--- src/rtl/rf_wb_arbiter.sv ---
// rtl/rf_wb_arbiter.sv - register-file writeback arbiter with pending-write scoreboard
module rf_wb_arbiter #(
    parameter int XLEN         = 32,
    parameter int STARVE_LIMIT = 4
) (
    input  logic            clk,
    input  logic            reset,
    input  logic            alu_valid,
    output logic            alu_ready,
    input  logic [4:0]      alu_rd,
    input  logic [XLEN-1:0] alu_data,
    input  logic            lsu_valid,
    output logic            lsu_ready,
    input  logic [4:0]      lsu_rd,
    input  logic [XLEN-1:0] lsu_data,
    output logic            rg_wrt_en,
    output logic [4:0]      rg_wrt_addr,
    output logic [XLEN-1:0] rg_wrt_data,
    input  logic            iss_valid,
    input  logic [4:0]      iss_rd,
    output logic            iss_ready,
    input  logic [4:0]      rs1_addr,
    input  logic [4:0]      rs2_addr,
    output logic            rs1_busy,
    output logic            rs2_busy,
    output logic [5:0]      pend_cnt
);

    localparam logic [3:0] LIMIT = 4'(STARVE_LIMIT);

    logic [31:0] pending;
    logic [31:0] pending_nxt;
    logic [5:0]  pend_cnt_nxt;
    logic [3:0]  starve_cnt;
    logic        starve_flag;
    logic        lsu_acc;
    logic        alu_acc;
    logic        iss_set;

    // Grant: LSU wins by default, a starved ALU takes the port once.
    // The two grants are mutually exclusive by construction.
    always_comb begin
        lsu_ready = !(starve_flag & alu_valid);
        alu_ready = !lsu_valid | starve_flag;
        lsu_acc   = lsu_valid & lsu_ready;
        alu_acc   = alu_valid & alu_ready;
    end

    // Hazard queries and next scoreboard contents; a same-edge set beats the clear.
    always_comb begin
        iss_ready = (iss_rd == 5'd0) | !pending[iss_rd];
        rs1_busy  = pending[rs1_addr];
        rs2_busy  = pending[rs2_addr];
        iss_set   = iss_valid & iss_ready & (iss_rd != 5'd0);
        pending_nxt = pending;
        if (rg_wrt_en) begin
            pending_nxt[rg_wrt_addr] = 1'b0;
        end
        if (iss_set) begin
            pending_nxt[iss_rd] = 1'b1;
        end
        pending_nxt[0] = 1'b0;
        pend_cnt_nxt = '0;
        for (int i = 0; i < 32; i++) begin
            pend_cnt_nxt = pend_cnt_nxt + 6'(pending_nxt[i]);
        end
    end

    // Registered write port; address and data hold when nothing is granted.
    always_ff @(posedge clk or negedge reset) begin
        if (!reset) begin
            rg_wrt_en   <= 1'b0;
            rg_wrt_addr <= '0;
            rg_wrt_data <= '0;
        end else if (lsu_acc) begin
            rg_wrt_en   <= (lsu_rd != 5'd0);
            rg_wrt_addr <= lsu_rd;
            rg_wrt_data <= lsu_data;
        end else if (alu_acc) begin
            rg_wrt_en   <= (alu_rd != 5'd0);
            rg_wrt_addr <= alu_rd;
            rg_wrt_data <= alu_data;
        end else begin
            rg_wrt_en   <= 1'b0;
        end
    end

    // Pending-write scoreboard and its population count move together.
    always_ff @(posedge clk or negedge reset) begin
        if (!reset) begin
            pending  <= '0;
            pend_cnt <= '0;
        end else begin
            pending  <= pending_nxt;
            pend_cnt <= pend_cnt_nxt;
        end
    end

    // ALU starvation tracking; the flag arms on the edge the count hits the limit.
    always_ff @(posedge clk or negedge reset) begin
        if (!reset) begin
            starve_cnt  <= '0;
            starve_flag <= 1'b0;
        end else if (!alu_valid) begin
            starve_cnt  <= '0;
        end else if (alu_acc) begin
            starve_cnt  <= '0;
            starve_flag <= 1'b0;
        end else begin
            if (starve_cnt < LIMIT) begin
                starve_cnt <= starve_cnt + 4'd1;
            end
            if (starve_cnt + 4'd1 >= LIMIT) begin
                starve_flag <= 1'b1;
            end
        end
    end

endmodule

--- config.mk ---
export PLATFORM = sky130hd
export DESIGN_NAME = rf_wb_arbiter
export DESIGN_NICKNAME = d
export VERILOG_FILES = /design/src/rtl/rf_wb_arbiter.sv
export SDC_FILE = /design/constraint.sdc
export NUM_CORES = 1
export LEC_CHECK = 0
export BUFFER_PORTS_ARGS = -buffer_cell sky130_fd_sc_hd__buf_2
export CELL_PAD_IN_SITES_DETAIL_PLACEMENT = 0
export CELL_PAD_IN_SITES_GLOBAL_PLACEMENT = 1
export CORE_MARGIN = 2
export CORE_UTILIZATION = 23
export CTS_BUF_LIST = sky130_fd_sc_hd__clkbuf_16
export CTS_CLUSTER_DIAMETER = 50
export CTS_CLUSTER_SIZE = 28
export DETAILED_ROUTE_END_ITERATION = 12
export HOLD_SLACK_MARGIN = 0.15
export PLACE_DENSITY_LB_ADDON = 0.1
export SLEW_MARGIN = 15
export SYNTH_ARGS = -nofsm -noshare
export SYNTH_HDL_FRONTEND = slang
export SYNTH_SLANG_ARGS = --single-unit
--- constraint.sdc ---
create_clock -name clk -period 11.2 [get_ports clk]
set_input_delay 1.12 -clock clk [delete_from_list [all_inputs] [get_ports clk]]
set_output_delay 1.12 -clock clk [all_outputs]
set_load 0.05 [all_outputs]
# After elaboration in Yosys (flattened, before gate mapping)
# Cells that the tools add are included.
[totals]
ff_bits = 80
latch_bits = 0
ramBits = 0
romBits = 0
input_bits = 94
output_inout_bits = 49
wordCells = 92
mem_count = 0
[op_classes]
add_sub_neg = 31
mul = 0
div = 0
magnitude_cmp = 8
eq_ne = 1
n_shift = 0
muxes = 23
n_bitwise = 10
reduce_logical = 12
[ops]
columns = ["cell", "count"]
rows = [
  ["$add 6x1->6", 25],
  ["$mux 32", 4],
  ["$and 32x32->32", 1],
  ["$not 32->32", 1],
  ["$or 32x32->32", 1],
  ["$lt 5x6->1 const B", 4],
  ["$bmux 1 s5", 3],
  ["$reduce_bool 5->1", 3],
  ["$mux 4", 3],
  ["$demux 1 s5", 2],
  ["$ge 5x1->1 const B", 2],
  ["$mux 5", 2],
  ["$mux 1", 9],
  ["$add 5x1->6", 1],
  ["$add 4x1->5", 1],
  ["$and 1x1->1", 5],
  ["$logic_not 5->1", 1],
  ["$add 3x1->4", 1],
  ["$add 4x1->4 const B", 1],
  ["$ge 4x3->1 const B", 1],
  ["$lt 4x3->1 const B", 1],
  ["$reduce_bool 2->1", 2],
  ["$add 2x1->3", 1],
  ["$logic_not 1->1", 3],
  ["other kinds (5)", 7],
]

# Longest topological paths before layout
[logic_depth]
word_depth = 39
mapped_depth = 21
depth_no_buf = 20

# Worst setup path before layout
# No wires, ideal clock.
[synth_timing]
path_kind = "in2reg"
start = "in iss_rd[0]"
end = "reg pend_cnt[4]"
setup_ps = 80
t_arrival_ps = 6697
required_ps = 11120
setup_slack_ps = 4423
stages = 18
n_path_buf = 1
cell_sequence = "buf_2 mux4_2 or3_1 o21a_1 fa_1 inv_1 fa_1 inv_1 fa_1 inv_1 fa_1 fa_1 fa_1 fa_1 fa_1 a21o_1 a21oi_1 xnor2_1"
[synth_between]
elab_chain_len = 37
word_cells_on_any_way = 45
classes_between = "30 x add/sub; 2 x order compare; 5 x mux; 4 x bitwise; 4 x reduce/logical"
[synth_lines]
columns = ["element", "line_no", "text"]
rows = [
  ["start: declaration", "20", "input logic [4:0] iss_rd,"],
  ["$bmux 1 s5", "51", "iss_ready = (iss_rd == 5'd0) | !pending[iss_rd];"],
  ["$mux 1 (implied by the code)", "51", ""],
  ["$logic_not 1->1", "51", ""],
  ["$or 1x1->1", "51", ""],
  ["$and 1x1->1 (2 in a row)", "54", "iss_set = iss_valid & iss_ready & (iss_rd != 5'd0);"],
  ["$mux 32 (*)", "59", "if (iss_set) begin"],
  ["$add 1x1->2", "65", "pend_cnt_nxt = pend_cnt_nxt + 6'(pending_nxt[i]);"],
  ["$add 2x1->3", "65", ""],
  ["$add 3x1->4", "65", ""],
  ["$add 4x1->5", "65", ""],
  ["$add 5x1->6", "65", ""],
  ["$add 6x1->6 (24 in a row)", "65", ""],
  ["$add 6x1->6 (*)", "65", ""],
  ["named net pend_cnt_nxt[4]", "33", "logic [5:0] pend_cnt_nxt;"],
  ["end signal: assignment", "95", "pend_cnt <= pend_cnt_nxt;"],
  ["end: declaration", "26", "output logic [5:0] pend_cnt"],
]
# Mark *: on every way through the listed nets, which the timed path passes. The rest lies on a longest branch. The select of a mux whose other input is x is not followed.
# A chain may end at the register's enable or synchronous reset.

# Final worst setup path
[layout_timing]
start = "in iss_rd[0]"
end = "reg pend_cnt[4]"
[layout_between]
word_cells_on_any_way = 45
classes_between = "30 x add/sub; 2 x order compare; 5 x mux; 4 x bitwise; 4 x reduce/logical"
[layout_rtl]
columns = ["element", "line_no", "text"]
rows = [
  ["$bmux 1 s5", "51", ""],
  ["$mux 1 (implied by the code)", "51", ""],
  ["$logic_not 1->1", "51", ""],
  ["$or 1x1->1", "51", ""],
  ["$and 1x1->1 (2 in a row)", "54", ""],
  ["$mux 32 (*)", "59", ""],
  ["named net pending_nxt[10]", "32", "logic [31:0] pending_nxt;"],
  ["$add 6x1->6 (*) (22 in a row)", "65", ""],
  ["named net pend_cnt_nxt[4]", "33", ""],
]
# Marks and branches as above.

==> impl_metrics.env <==
export IMPL_outcome="finished clean"
export IMPL_grt_pass1_vias=4778
export IMPL_final_setup_tns_ns=0
export IMPL_ys_ff_latch=80
export IMPL_gp_congestion=0.801
export IMPL_cts_buffers=9
export IMPL_dp_hpwl_um=14000
export IMPL_wl_um=18800
export IMPL_syn_instance_count=567
export IMPL_start_util_pct=23.4
export IMPL_arrival_ns=7.16
export IMPL_grt_max_degree=73
export IMPL_timing_final_crit_share_pct=61.5
export IMPL_drt_initial_drc_count=256
export IMPL_synth_ff_type="dfrtp_1"
export IMPL_dpl_cell_area_um2=6460
export IMPL_max_freq_ghz=0.145
export IMPL_root_buffer="clkbuf_16"
export IMPL_cts_setup_buffers=0
export IMPL_start_kind="primary input"
export IMPL_path_class="primary input to register"
export IMPL_syn_area_per_cell_um2=9.68
export IMPL_synth_distinct_cells=45
export IMPL_tightest_slew_ns=0.928
export IMPL_cts_buffer_depth=2
export IMPL_fp_dieH_um=158
export IMPL_path_clk_slew_ns=0.06
export IMPL_finalHoldViolCount=0
export IMPL_ys_async_sr_fraction_pct=100
export IMPL_grt_pass1_wl_um=28300
export IMPL_ant_nets=0
export IMPL_grt_antenna_before_repair=1
export IMPL_drc=0
export IMPL_maxSlewViolCount=0
export IMPL_rsz0062_at_grt="no"
export IMPL_portBuffers=142
export IMPL_hold_path_class="register to register"
export IMPL_routed_via_density=4.80
export IMPL_htree_num_levels=3
export IMPL_finClkSkew_ns=0.0121
export IMPL_cts_tree="done"
export IMPL_wl_per_cell_um=18.5
export IMPL_hold_buffers=0
export IMPL_required_ns=11.47
export IMPL_drv_cap=0
export IMPL_drtPass1Iterations=5
export IMPL_grt_usage_pct=15.1
export IMPL_core_area_um2=23500
export IMPL_drive_gt1_share_pct=26.1
export IMPL_finalSetupViolCount=0
export IMPL_slew_headroom_pct=38.1
export IMPL_ys_top_cells_by_area="dfrtp_1 (36%), fa_1 (8.4%), o21ai_0 (7.3%)"
export IMPL_synth_edf_count=0
export IMPL_final_nets=813
export IMPL_worstSetupEndpointType="register"
export IMPL_syn_num_nets=692
export IMPL_io_pins=143
export IMPL_fp_dieW_um=158
export IMPL_final_common_cell="buf_2"
export IMPL_vias=4864
export IMPL_ys_seq_area_share_pct=36.5
export IMPL_synth_top_area_share_pct=36.5
export IMPL_clock_latency_ns=0.35
export IMPL_rows=56
export IMPL_period_needed_ns=6.89
export IMPL_cp_max_fo=19
export IMPL_synth_area_um2=5490
export IMPL_finish_instance_area_um2=6780
export IMPL_final_cell_mix="buf_2 (141), o21ai_0 (80), dfrtp_1 (80)"
export IMPL_area_growth_pct=23.6
export IMPL_grt_remaining_overflow=0
export IMPL_synth_area_leader_cell="dfrtp_1"
export IMPL_cts_resized=0
export IMPL_ys_warn_count=0
export IMPL_dieArea_um2=25100
export IMPL_numClockSinks=80
==> area by class of cell <==
cell class | count | area, um^2
inverter | 36 | 135
clock buffer | 9 | 225
antenna | 2 | 5.00
fill | 2524 | 16700
tap | 319 | 399
multi-input combinational | 415 | 3180
clock inverter | 7 | 93.8
sequential | 80 | 2000
timing repair buffer | 146 | 743
==> critical path, stage by stage <==
cell and delay [ns]:
buf_2 0.37, mux4_2 0.57, or3_1 0.39, o21ai_0 0.34
fa_1 0.48, inv_1 0.09, fa_1 0.43, fa_1 0.51
inv_1 0.05, fa_1 0.48, fa_1 0.53, fa_1 0.43
fa_1 0.42, fa_1 0.42, a21o_1 0.19, a21oi_1 0.17
xnor2_1 0.14
==> sequential cells by signal (all words and copies together) (netlist names) <==
name / flops
rg_wrt_data: 32
pending: 31
pend_cnt: 6
rg_wrt_addr: 5
starve_cnt: 4
rg_wrt_en: 1
starve_flag: 1
==> cell families (layout without fill, tap and decap cells) <==
| logic type | Yosys count | in the layout | synth area share (%) |
|---|---|---|---|
| AOI/OAI and AO/OA | 192 | 192 | 19.7 |
| and+or+nand+nor | 147 | 147 | 14.1 |
| DFF | 80 | 80 | 36.5 |
| buffers and inverters | 72 | 198 | 5.59 |
| muxes | 40 | 40 | 13.1 |
| adders and majority gates | 31 | 31 | 10.2 |
| xor gates and xnor gates | 5 | 5 | 0.798 |
| other | 0 | 2 | 0 |
==> synthesized netlist by cell type (all sizes together) (10+ instances only) <==
cell type and n:
nand2 46, clkbuf 27, nand3b 10, fa 23
mux2 11, o21a 14, inv 36, nand2b 37
o21ai 83, dfrtp 80, mux4 20, nor2 21
a21oi 68
==> worst paths after layout <==
path / from / to / slack (ns) / depth (start not counted)
worst max-delay path: iss_rd[0] / pend_cnt[4]$_DFF_PN0_ / 4.31 / 17
worst min-delay path: starve_cnt[1]$_DFFE_PN0P_ / starve_cnt[1]$_DFFE_PN0P_ / 0.57 / 2
worst max register to register: rg_wrt_addr[1]$_DFFE_PN0P_ / pend_cnt[4]$_DFF_PN0_ / 4.97 / 15
worst min register to register: starve_cnt[1]$_DFFE_PN0P_ / starve_cnt[1]$_DFFE_PN0P_ / 0.57 / 2
max in group asynchronous: reset / rg_wrt_data[3]$_DFFE_PN0P_ / 9.39 / 2
min in group asynchronous: reset / pending[9]$_DFF_PN0_ / 0.64 / 1
==> layer usage <==
layer  up-vias  global-route usage, %  part of all wire (%)
met5         -                      0                     0
met4         0                   5.45                   1.9
met3        19                   2.78                   5.6
met2       163                   22.8                    46
met1      2402                   21.7                    47
li1       2280                      -                     -
==> per-stage QoR <==
stage | setup WS, ns | hold WS [ns] | cells | utilization [%]
3_5_place_dp | 3.98 | 0.568 | 996 | 27.5
6_report | 4.31 | 0.568 | 1014 | 28.9
5_1_grt | 3.96 | 0.603 | 1012 | 28.9
4_1_cts | 4.31 | 0.576 | 1012 | 28.9
3_3_place_gp | 4.02 | 0.558 | 996 | 27.5
2_1_floorplan | 4.42 | 0.514 | 567 | -
Power is not shown: default switching activity piles up to over one toggle a cycle in this logic, so the estimate is an artifact.
